**src/rtl/core_pkg.sv**
```systemverilog
// Shared definitions for the RV32I load/store path.
// Holds funct3 encodings, response codes, LSU states and AXI constants.
package core_pkg;

    localparam logic [2:0] F3_LB  = 3'd0;
    localparam logic [2:0] F3_LH  = 3'd1;
    localparam logic [2:0] F3_LW  = 3'd2;
    localparam logic [2:0] F3_LBU = 3'd4;
    localparam logic [2:0] F3_LHU = 3'd5;
    localparam logic [2:0] F3_SB  = 3'd0;
    localparam logic [2:0] F3_SH  = 3'd1;
    localparam logic [2:0] F3_SW  = 3'd2;

    localparam logic [1:0] ERR_OK       = 2'b00;
    localparam logic [1:0] ERR_MISALIGN = 2'b01;
    localparam logic [1:0] ERR_BUS      = 2'b10;
    localparam logic [1:0] ERR_ILLEGAL  = 2'b11;

    localparam logic [1:0] BURST_INCR      = 2'b01;
    localparam int         RESP_SLVERR_BIT = 1;

    typedef enum logic [2:0] {
        S_IDLE  = 3'd0,
        S_RADDR = 3'd1,
        S_RDATA = 3'd2,
        S_WADDR = 3'd3,
        S_WRESP = 3'd4,
        S_DONE  = 3'd5
    } state_e;

    function automatic logic f3_illegal(input logic write, input logic [2:0] f3);
        if (write)
            return !(f3 == F3_SB || f3 == F3_SH || f3 == F3_SW);
        return !(f3 == F3_LB || f3 == F3_LH || f3 == F3_LW ||
                 f3 == F3_LBU || f3 == F3_LHU);
    endfunction

    function automatic logic f3_misaligned(input logic [2:0] f3, input logic [1:0] a);
        case (f3[1:0])
            2'd1:    return a[0];
            2'd2:    return a != 2'b00;
            default: return 1'b0;
        endcase
    endfunction

endpackage

```
**src/rtl/mem_lane_align.sv**
```systemverilog
// Byte-lane steering for the data bus: store replication/strobes and
// load extraction. Ports: funct3_i, lane_i, wdata_i, rdata_i -> wdata_o, wstrb_o, rdata_o.
module mem_lane_align
    import core_pkg::*;
#(
    parameter int DW = 32
) (
    input  logic [2:0]                 funct3_i,
    input  logic [$clog2(DW/8)-1:0]    lane_i,
    input  logic [31:0]                wdata_i,
    input  logic [DW-1:0]              rdata_i,
    output logic [DW-1:0]              wdata_o,
    output logic [DW/8-1:0]            wstrb_o,
    output logic [31:0]                rdata_o
);

    localparam int NB = DW / 8;

    logic [NB-1:0] mask;
    logic [31:0]   shifted;

    always_comb begin
        wdata_o = {(DW/32){wdata_i}};
        mask    = NB'(15);
        case (funct3_i[1:0])
            2'd0: begin
                wdata_o = {NB{wdata_i[7:0]}};
                mask    = NB'(1);
            end
            2'd1: begin
                wdata_o = {(DW/16){wdata_i[15:0]}};
                mask    = NB'(3);
            end
            default: ;
        endcase
        wstrb_o = mask << lane_i;

        // Bring the addressed lane down to bit 0 before sizing.
        shifted = 32'(rdata_i >> {lane_i, 3'b000});
        case (funct3_i)
            F3_LB:   rdata_o = {{24{shifted[7]}}, shifted[7:0]};
            F3_LH:   rdata_o = {{16{shifted[15]}}, shifted[15:0]};
            F3_LBU:  rdata_o = {24'd0, shifted[7:0]};
            F3_LHU:  rdata_o = {16'd0, shifted[15:0]};
            default: rdata_o = shifted;
        endcase
    end

endmodule

```
**src/rtl/data_mem_access.sv**
```systemverilog
// Load/store unit: one core memory request -> one single-beat AXI4 access.
// Ports: REQ_*/MEM_WAIT/RESP_* toward the core, M_AXI_* master toward the bus.
module data_mem_access
    import core_pkg::*;
#(
    parameter int C_M_AXI_THREAD_ID_WIDTH = 1,
    parameter int C_M_AXI_ADDR_WIDTH      = 32,
    parameter int C_M_AXI_DATA_WIDTH      = 32
) (
    input  logic                               CLK,
    input  logic                               RST,
    input  logic                               REQ_VALID,
    input  logic                               REQ_WRITE,
    input  logic [2:0]                         REQ_FUNCT3,
    input  logic [31:0]                        REQ_ADDR,
    input  logic [31:0]                        REQ_WDATA,
    output logic                               MEM_WAIT,
    output logic                               RESP_VALID,
    output logic [31:0]                        RESP_RDATA,
    output logic [1:0]                         RESP_ERR,
    output logic [C_M_AXI_THREAD_ID_WIDTH-1:0] M_AXI_AWID,
    output logic [C_M_AXI_ADDR_WIDTH-1:0]      M_AXI_AWADDR,
    output logic [7:0]                         M_AXI_AWLEN,
    output logic [2:0]                         M_AXI_AWSIZE,
    output logic [1:0]                         M_AXI_AWBURST,
    output logic                               M_AXI_AWVALID,
    input  logic                               M_AXI_AWREADY,
    output logic [C_M_AXI_DATA_WIDTH-1:0]      M_AXI_WDATA,
    output logic [C_M_AXI_DATA_WIDTH/8-1:0]    M_AXI_WSTRB,
    output logic                               M_AXI_WLAST,
    output logic                               M_AXI_WVALID,
    input  logic                               M_AXI_WREADY,
    input  logic [1:0]                         M_AXI_BRESP,
    input  logic                               M_AXI_BVALID,
    output logic                               M_AXI_BREADY,
    output logic [C_M_AXI_THREAD_ID_WIDTH-1:0] M_AXI_ARID,
    output logic [C_M_AXI_ADDR_WIDTH-1:0]      M_AXI_ARADDR,
    output logic [7:0]                         M_AXI_ARLEN,
    output logic [2:0]                         M_AXI_ARSIZE,
    output logic [1:0]                         M_AXI_ARBURST,
    output logic                               M_AXI_ARVALID,
    input  logic                               M_AXI_ARREADY,
    input  logic [C_M_AXI_DATA_WIDTH-1:0]      M_AXI_RDATA,
    input  logic [1:0]                         M_AXI_RRESP,
    input  logic                               M_AXI_RLAST,
    input  logic                               M_AXI_RVALID,
    output logic                               M_AXI_RREADY
);

    localparam int DW = C_M_AXI_DATA_WIDTH;
    localparam int NB = DW / 8;
    localparam int LW = $clog2(NB);
    localparam int AW = C_M_AXI_ADDR_WIDTH;

    state_e        state_q;
    logic          arvalid_q, rready_q, awvalid_q, wvalid_q, bready_q;
    logic          resp_valid_q;
    logic [31:0]   resp_rdata_q;
    logic [1:0]    resp_err_q;
    logic [31:0]   addr_q;
    logic [2:0]    funct3_q;
    logic [DW-1:0] wdata_q;
    logic [NB-1:0] wstrb_q;

    logic          idle;
    logic [2:0]    al_f3;
    logic [LW-1:0] al_lane;
    logic [DW-1:0] al_wdata;
    logic [NB-1:0] al_wstrb;
    logic [31:0]   al_rdata;
    logic          req_illegal, req_misaligned;
    logic          aw_done, w_done;
    logic          unused_resp_lsb;

    assign idle = (state_q == S_IDLE);

    // In IDLE the aligner sees the live request (store lanes are
    // registered on accept); afterwards it sees the held request.
    assign al_f3   = idle ? REQ_FUNCT3 : funct3_q;
    assign al_lane = idle ? REQ_ADDR[LW-1:0] : addr_q[LW-1:0];

    mem_lane_align #(.DW(DW)) u_align (
        .funct3_i (al_f3),
        .lane_i   (al_lane),
        .wdata_i  (REQ_WDATA),
        .rdata_i  (M_AXI_RDATA),
        .wdata_o  (al_wdata),
        .wstrb_o  (al_wstrb),
        .rdata_o  (al_rdata)
    );

    assign req_illegal    = f3_illegal(REQ_WRITE, REQ_FUNCT3);
    assign req_misaligned = f3_misaligned(REQ_FUNCT3, REQ_ADDR[1:0]);

    // A channel counts as done if it already handshook or does so now.
    assign aw_done = !awvalid_q || M_AXI_AWREADY;
    assign w_done  = !wvalid_q  || M_AXI_WREADY;

    assign unused_resp_lsb = M_AXI_RRESP[0] ^ M_AXI_BRESP[0] ^ M_AXI_RLAST;

    // Stall rises with the request itself, before the FSM leaves IDLE.
    assign MEM_WAIT = !RST && ((idle && REQ_VALID) ||
                               (!idle && state_q != S_DONE));

    assign RESP_VALID    = resp_valid_q;
    assign RESP_RDATA    = resp_rdata_q;
    assign RESP_ERR      = resp_err_q;
    assign M_AXI_AWID    = '0;
    assign M_AXI_AWADDR  = AW'(addr_q);
    assign M_AXI_AWLEN   = 8'd0;
    assign M_AXI_AWSIZE  = {1'b0, funct3_q[1:0]};
    assign M_AXI_AWBURST = BURST_INCR;
    assign M_AXI_AWVALID = awvalid_q;
    assign M_AXI_WDATA   = wdata_q;
    assign M_AXI_WSTRB   = wstrb_q;
    assign M_AXI_WLAST   = 1'b1;
    assign M_AXI_WVALID  = wvalid_q;
    assign M_AXI_BREADY  = bready_q;
    assign M_AXI_ARID    = '0;
    assign M_AXI_ARADDR  = AW'(addr_q);
    assign M_AXI_ARLEN   = 8'd0;
    assign M_AXI_ARSIZE  = {1'b0, funct3_q[1:0]};
    assign M_AXI_ARBURST = BURST_INCR;
    assign M_AXI_ARVALID = arvalid_q;
    assign M_AXI_RREADY  = rready_q;

    always_ff @(posedge CLK or posedge RST) begin
        if (RST) begin
            state_q      <= S_IDLE;
            arvalid_q    <= 1'b0;
            rready_q     <= 1'b0;
            awvalid_q    <= 1'b0;
            wvalid_q     <= 1'b0;
            bready_q     <= 1'b0;
            resp_valid_q <= 1'b0;
            resp_rdata_q <= '0;
            resp_err_q   <= ERR_OK;
            addr_q       <= '0;
            funct3_q     <= '0;
            wdata_q      <= '0;
            wstrb_q      <= '0;
        end else begin
            resp_valid_q <= 1'b0;
            unique case (state_q)
                S_IDLE: if (REQ_VALID) begin
                    addr_q   <= REQ_ADDR;
                    funct3_q <= REQ_FUNCT3;
                    wdata_q  <= al_wdata;
                    wstrb_q  <= al_wstrb;
                    if (req_illegal || req_misaligned) begin
                        resp_err_q   <= req_illegal ? ERR_ILLEGAL : ERR_MISALIGN;
                        resp_rdata_q <= '0;
                        resp_valid_q <= 1'b1;
                        state_q      <= S_DONE;
                    end else if (REQ_WRITE) begin
                        awvalid_q <= 1'b1;
                        wvalid_q  <= 1'b1;
                        state_q   <= S_WADDR;
                    end else begin
                        arvalid_q <= 1'b1;
                        state_q   <= S_RADDR;
                    end
                end
                S_RADDR: if (M_AXI_ARREADY) begin
                    arvalid_q <= 1'b0;
                    rready_q  <= 1'b1;
                    state_q   <= S_RDATA;
                end
                S_RDATA: if (M_AXI_RVALID) begin
                    rready_q     <= 1'b0;
                    resp_valid_q <= 1'b1;
                    state_q      <= S_DONE;
                    if (M_AXI_RRESP[RESP_SLVERR_BIT]) begin
                        resp_err_q   <= ERR_BUS;
                        resp_rdata_q <= '0;
                    end else begin
                        resp_err_q   <= ERR_OK;
                        resp_rdata_q <= al_rdata;
                    end
                end
                S_WADDR: begin
                    if (M_AXI_AWREADY) awvalid_q <= 1'b0;
                    if (M_AXI_WREADY)  wvalid_q  <= 1'b0;
                    if (aw_done && w_done) begin
                        bready_q <= 1'b1;
                        state_q  <= S_WRESP;
                    end
                end
                S_WRESP: if (M_AXI_BVALID) begin
                    bready_q     <= 1'b0;
                    resp_valid_q <= 1'b1;
                    resp_rdata_q <= '0;
                    resp_err_q   <= M_AXI_BRESP[RESP_SLVERR_BIT] ? ERR_BUS : ERR_OK;
                    state_q      <= S_DONE;
                end
                S_DONE:  state_q <= S_IDLE;
                default: state_q <= S_IDLE;
            endcase
        end
    end

endmodule

```
**config.mk**
```make
export PLATFORM = sky130hd
export DESIGN_NAME = data_mem_access
export DESIGN_NICKNAME = d
export VERILOG_FILES = /design/src/rtl/core_pkg.sv /design/src/rtl/mem_lane_align.sv /design/src/rtl/data_mem_access.sv
export SDC_FILE = /design/constraint.sdc
export NUM_CORES = 1
export LEC_CHECK = 0
export CAP_MARGIN = 20
export CORE_MARGIN = 2
export CORE_UTILIZATION = 37
export DETAILED_ROUTE_END_ITERATION = 8
export GPL_TIMING_DRIVEN = 0
export PLACE_DENSITY = 0.77
export SKIP_LAST_GASP = 1
export SLEW_MARGIN = 10
export SYNTH_ARGS = -nofsm -noshare
export SYNTH_HDL_FRONTEND = slang
export SYNTH_SLANG_ARGS = --single-unit
```
**constraint.sdc**
```tcl
create_clock -name CLK -period 4.6 [get_ports CLK]
set_clock_uncertainty 0.05 [all_clocks]
set_input_delay 1.38 -clock CLK [delete_from_list [all_inputs] [get_ports CLK]]
set_output_delay 1.38 -clock CLK [all_outputs]
set_load 0.005 [all_outputs]
```
==> impl_metrics.ini, run 1 <==
[final_layout]
design_area_um2 = 9370
final-seq-area_um2 = 2850
multi_input_area_um2 = 2450
final_util_pct = 59.8
antenna_cells = 0
finalNonFillerCells = 1135
nets = 1027
drive_gt1_share_pct = 12.6
n_fill_cell = 1391
syn_to_final_growth_pct = 59.8

[clock_network]
postCtsSetupRepairBufs = 0
clkLatencyLatePin_ns = 0.41
clock-sinks = 114
holdBufCountCts = 0
cts-resized-gates = 0
cts_max_level = 4
cts_buffer_depth = 2
numCtsBuffers = 17
cts_tree = yes
cts-root-buf = clkbuf_16
path_clk_slew_ns = 0.05

[floorplan]
die_y_um = 130
core_um2 = 15700
start_util_pct = 37.4
rows = 46
pin_count = 283
die_area_um2 = 16900
die_w_um = 130

[power]
ir_drop_mv = 0.307
leakagePower_nw = 4.45
powerDensity_nw_per_um2 = 654

[setup_path]
r2r_setup_slack_ns = 1.56
critPathRequiredTime_ns = 3.17
endpoint = MEM_WAIT
worst_setup_path_end_kind = output port
cp_cell_sequence = clkdlybuf4s50_1 > nor3_1 > a21oi_1 > nor2_1 > nor2_1 > clkdlybuf4s50_1
r2r-end = RESP_RDATA[12]
crit_family = buffers and inverters
worstPathArrival_ns = 2.84
crit_fanout = 5
crit_buf_inv = 2
reg2reg_from = state_q[0]
crit_cells = 6
cp_slowest_stage_delay_ns = 0.62
startpoint = REQ_VALID
r2r_cells = 7
cpMaxStageDelayCell = clkdlybuf4s50_1
critical_path_class = input port to output port
worstSetupStartpointType = input port

[sta]
worst_pin_slew_ns = 0.990
setup_tns_ns = 0
period_needed_ns = 4.27
max_slew_margin_pct = 32.1
fin_crit_sh_pct = 92.8
rsz0062_at_grt = no
slew_viol_final = 0
fmax_mhz = 234
setup_viol = 0
hold_viol = 0

[place]
place_area_um2 = 8790
gp_routability_congestion = 0.819
placed_cells = 1108
dp_hpwl_um = 14400
io_buffers = 254

[global_routing]
grt_pass1_wl_um = 29900
grt_pass1_vias = 5650
grt_max_degree = 60
grt_util_all_layers_pct = 23.3
gr-total-overflow = 0
antenna_found_initial = 0

[synth]
async_reset_ff_share_pct = 100
syn_inst = 614
synth_edf_count = 0
synth_top_area_cell = dfrtp_1
synth_area_leaders = dfrtp_1 49%, nand2_1 12%, mux2i_1 8.7%
synth_seq_area_share_pct = 48.7
synth_ff_type = dfrtp_1
synth_common_cells = 182 x nand2_1, 114 x dfrtp_1, 61 x buf_4
netlist_area_um2 = 5860
yosysWarnings = 0
yosysMostFrequentCell = nand2_1
synth_seq_cells = 114
synth_top_area_share_pct = 48.7
avgSynthCellArea_um2 = 9.54
synthDistinctLibCells = 46

[min_path]
hold_path.class = flop to flop

[routing]
vias_per_cell = 4.86
detail-route-antenna-nets = 0
firstDrtPassIters = 5
num_vias = 5511
wirelength_um = 19300
drt_iter0_markers = 309
routedWlPerCell_um = 17.0
drc_errors = 0

[outcome]
status = finished clean

[flow_run]
maxCapViolCount = 0
[final cells by class]
cell class / count / share of cell area [%]
Buffer: 92 / 6.56
Clock inverter: 5 / 0.842
Inverter: 9 / 0.414
Multi-Input combinational cell: 422 / 26.1
Tap cell: 216 / 2.89
Clock buffer: 22 / 5.28
Sequential cell: 114 / 30.5
Timing Repair Buffer: 255 / 27.4
[metrics by stage]
| step | hold WS, ns | power [W] | setup slack, ns |
|---|---|---|---|
| 2_1_floorplan | 0.420 | 0.00320 | 0.154 |
| 3_3_place_gp | 0.409 | 0.00480 | -1.72 |
| 3_5_place_dp | 0.412 | 0.00485 | 0.344 |
| 4_1_cts | 0.430 | 0.00618 | 0.324 |
| 5_1_grt | 0.443 | 0.00654 | 0.238 |
| 6_report | 0.426 | 0.00612 | 0.330 |
[per-layer routing]
layer | wire (um) | track usage, % | vias up | share of wire (%)
li1 | - | - | 2612 | -
met1 | 8010 | 28.4 | 2649 | 41
met2 | 9530 | 39.6 | 232 | 49
met3 | 1550 | 7.26 | 18 | 8.0
met4 | 250 | 6.96 | 0 | 1.3
met5 | 0 | 0 | - | 0
[where the power goes]
part	switching (W)	internal, W
Combinational	0.00134	0.00174
Sequential	0.000319	0.00143
Clock	0.000445	0.000852
Total	0.00210	0.00402
[state kept, by name (all words and copies together) (netlist names)]
register / cells
M_AXI_RREADY: 1
M_AXI_AWVALID: 1
funct3_q: 3
M_AXI_WVALID: 1
state_q: 3
M_AXI_ARADDR: 32
M_AXI_ARVALID: 1
M_AXI_BREADY: 1
RESP_ERR: 2
M_AXI_WSTRB: 4
M_AXI_WDATA: 32
RESP_RDATA: 32
RESP_VALID: 1
[worst min-delay path by stage]
| stage | start | to | slack (ns) | cells after the start |
|---|---|---|---|---|
| 3_3_place_gp | M_AXI_WDATA[31] | M_AXI_WDATA[31] | 0.41 | 1 |
| 2_1_floorplan | M_AXI_WDATA[0] | M_AXI_WDATA[0] | 0.42 | 2 |
| 4_1_cts | M_AXI_WSTRB[0] | M_AXI_WSTRB[0] | 0.43 | 2 |
| 6_report | M_AXI_WDATA[18] | M_AXI_WDATA[18] | 0.43 | 2 |
| 3_5_place_dp | M_AXI_WDATA[6] | M_AXI_WDATA[6] | 0.41 | 2 |
| 5_1_grt | M_AXI_WDATA[9] | M_AXI_WDATA[9] | 0.44 | 2 |
[cell families after synthesis]
kind of cell / synth area share [%]
AND/OR/NAND/NOR: 15.2
buffers and inverters: 11.1
AO/OA/AOI/OAI: 15.1
flip-flops: 48.7
adder cells (fa/ha/maj): 0.641
other: 0.128
multiplexers: 9.29
[worst reg2reg max path: cells and delay by family, from the launching register on]
kind            cells  cell delay (ns)
simple gates        3             1.03
compound gates      1             0.21
mux                 1             0.87
flops               1             0.37
buf+inv             2             0.44
[cell usage in the layout, fill, tap and decap left out, types with 9 or more instances in the layout]
cell	synthesis	routed
clkdlybuf4s50_1	0	254
nand2_1	182	182
dfrtp_1	114	114
buf_4	61	61
mux2i_1	51	51
o21ai_0	38	38
conb_1	2	25
a21oi_1	19	19
clkbuf_1	19	19
clkbuf_16	0	17
a221o_1	16	16
nor2_1	13	13
a21o_1	9	9
o211ai_1	9	9
Note: power is estimated with default switching activity, not from simulation.
==> inputs of run 2 (changes only) <==
- ABC_AREA: default -> 1
- CORE_UTILIZATION: 37 -> 38
- CTS_CLUSTER_SIZE: default -> 14
==> impl_metrics.ini, run 2 <==
[outcome]
status = finished clean

[synth]
synth_ff_type = dfrtp_1
synth_adder_area_share_pct = 0.604
synth_seq_cells = 114
synth-xor-area-share_pct = 0
avgSynthCellArea_um2 = 7.72
synth_edf_count = 0
synth.area.mux_share_pct = 0
synth_area_leaders = dfrtp_1 46%, nand2_1 22%, buf_4 8.1%
syn_inst = 805
synth_top_family_by_area = simple AND/OR/NAND/NOR gates
netlist_area_um2 = 6210
yosysWarnings = 0
async_reset_ff_share_pct = 100
synth_top_area_share_pct = 45.9
synth_seq_area_share_pct = 45.9
synth_common_cells = 370 x nand2_1, 114 x dfrtp_1, 67 x buf_4
synthDistinctLibCells = 36
yosysMostFrequentCell = nand2_1
synth_compound_area_share_pct = 9.17
synth_top_area_cell = dfrtp_1
yosys.area_share.simple_pct = 30.7

[place]
io_buffers = 254
gp_routability_congestion = 0.926
preCtsSetupSlack_ns = 0.244
dp_hpwl_um = 15900

[sta]
fmax_mhz = 229
worst_pin_slew_ns = 0.584
hold_viol = 0
setup_tns_ns = 0
max_slew_margin_pct = 61.0
postLayoutSetupSlackWorst_ns = 0.241
slew_viol_final = 0
fin_crit_sh_pct = 94.8
setup_viol = 0
period_needed_ns = 4.36
rsz0062_at_grt = no

[floorplan]
start_util_pct = 39.0
die_y_um = 132
core_um2 = 15900
rows = 46
die_area_um2 = 17400
die_w_um = 132
pin_count = 283

[final_layout]
final_cell_mix = 370 x nand2_1, 254 x clkdlybuf4s50_1, 114 x dfrtp_1
mostFrequentLayoutCell = nand2_1
final-seq-area_um2 = 2850
syn_to_final_growth_pct = 58.1
nets = 1218
drive_gt1_share_pct = 12.8
multi_input_area_um2 = 2610
n_fill_cell = 1449
antenna_cells = 0

[global_routing]
grt_pass1_wl_um = 32300
use_met1_pct = 28.5
grt_max_degree = 63
grtUsageMet2_pct = 40.5
top_usage_layer = met2
grt_pass1_vias = 6050
gr-total-overflow = 0
antenna_found_initial = 0
grt_util_all_layers_pct = 23.8
use_met3_pct = 6.77

[setup_path]
critical_path_class = input port to output port
crit_fanout = 2
worstPathArrival_ns = 2.93
critPathRequiredTime_ns = 3.17
worstSetupStartpointType = input port
worst_setup_path_end_kind = output port

[power]
powerDensity_nw_per_um2 = 711
power_frac_clock_pct = 21.7
switchingPower_w = 0.00262
seq_power_share_pct = 24.5
leakagePower_nw = 4.85
combPwrFrac_pct = 53.8
ir_drop_mv = 0.369
finalPower_w = 0.00699
internal-power_w = 0.00437
swShare_pct = 37.5

[clock_network]
cts-root-buf = clkbuf_16
holdBufCountCts = 0
postCtsSetupRepairBufs = 0
path_clk_slew_ns = 0.05
cts-resized-gates = 0
clkLatencyLatePin_ns = 0.41
cts_buffer_depth = 2
clock-sinks = 114
numCtsBuffers = 17
cts_max_level = 4
cts_tree = yes

[routing]
detail-route-antenna-nets = 0
vias_per_cell = 4.69
drt_iter0_markers = 253
routedWlPerCell_um = 15.3
num_vias = 6239
wirelength_um = 20300
firstDrtPassIters = 4
drc_errors = 0

[min_path]
hold_path.class = flop to flop

[flow_run]
maxCapViolCount = 0
## run 2: cell count changes in the layout (fill, tap and decap cells not counted), moves of 6 or more
| cell | delta |
|---|---|
| inv_2 | +6 |
| o221ai_1 | -8 |
| a2bb2oi_1 | +14 |
| mux2i_1 | -51 |
| nand2_1 | +188 |
| inv_1 | +25 |
| a221o_1 | -16 |
| buf_4 | +6 |
| nand3_1 | +42 |
| o21ai_0 | -8 |
| a21o_1 | -9 |
| a21oi_1 | +8 |
## run 2: power by group through the flow
stage	Clock, W	Sequential, W	Combinational (W)
2_1_floorplan	0	0.00171	0.00201
3_3_place_gp	0	0.00172	0.00371
3_5_place_dp	0	0.00172	0.00376
4_1_cts	0.00154	0.00172	0.00378
5_1_grt	0.00158	0.00177	0.00413
6_report	0.00152	0.00171	0.00376
## run 2: kinds of logic (layout without fill, tap and decap cells)
logic type,Yosys count,in the layout
and+or+nand+nor,457,457
buffers and inverters,138,425
DFF,114,114
AOI/OAI and AO/OA,91,91
adders and majority gates,3,3
other,2,25
## run 2: critical path: stages
cell and delay [ns]:
clkdlybuf4s50_1 0.51, inv_1 0.10, nand2_2 0.10, inv_2 0.05, a311oi_1 0.21, clkdlybuf4s50_1 0.58
## run 2: area by class of cell
| type | instances | area share, % |
|---|---|---|
| flip-flops and latches | 114 | 29.1 |
| multi-input cells | 576 | 26.6 |
| clock inverters | 10 | 2.06 |
| well taps | 216 | 2.75 |
| repair buffers | 255 | 26.2 |
| plain buffers | 96 | 6.84 |
| inverters | 42 | 1.71 |
| clock buffers | 22 | 4.83 |
## run 2: layer usage
metal  vias up  part of all wire [%]
li1       3071                     -
met3        36                   8.1
met2       274                    48
met4         0                   2.8
met1      2858                    41
met5         -                     0
## run 2: metrics by stage
step | instances | hold slack [ns] | instance area [um2] | util [%]
after CTS | 1331 | 0.422 | 9820 | 61.6
after floorplan | 828 | 0.403 | 6300 | -
after global routing | 1331 | 0.442 | 9820 | 61.6
final | 1331 | 0.417 | 9820 | 61.6
after detailed placement | 1299 | 0.407 | 9140 | 57.3
after global placement | 1298 | 0.403 | 9110 | 57.1
## run 2: final timing paths
| path | startpoint | to | slack [ns] | cells after the start |
|---|---|---|---|---|
| worst max-delay path | REQ_VALID | MEM_WAIT | 0.24 | 6 |
| worst min-delay path | M_AXI_WDATA[1] | M_AXI_WDATA[1] | 0.42 | 2 |
| worst max register to register | state_q[0] | M_AXI_WDATA[10] | 2.51 | 8 |
| worst min register to register | M_AXI_WDATA[1] | M_AXI_WDATA[1] | 0.42 | 2 |
| max in group asynchronous | RST | RESP_RDATA[30] | 2.41 | 3 |
| min in group asynchronous | RST | M_AXI_BREADY | 1.42 | 2 |
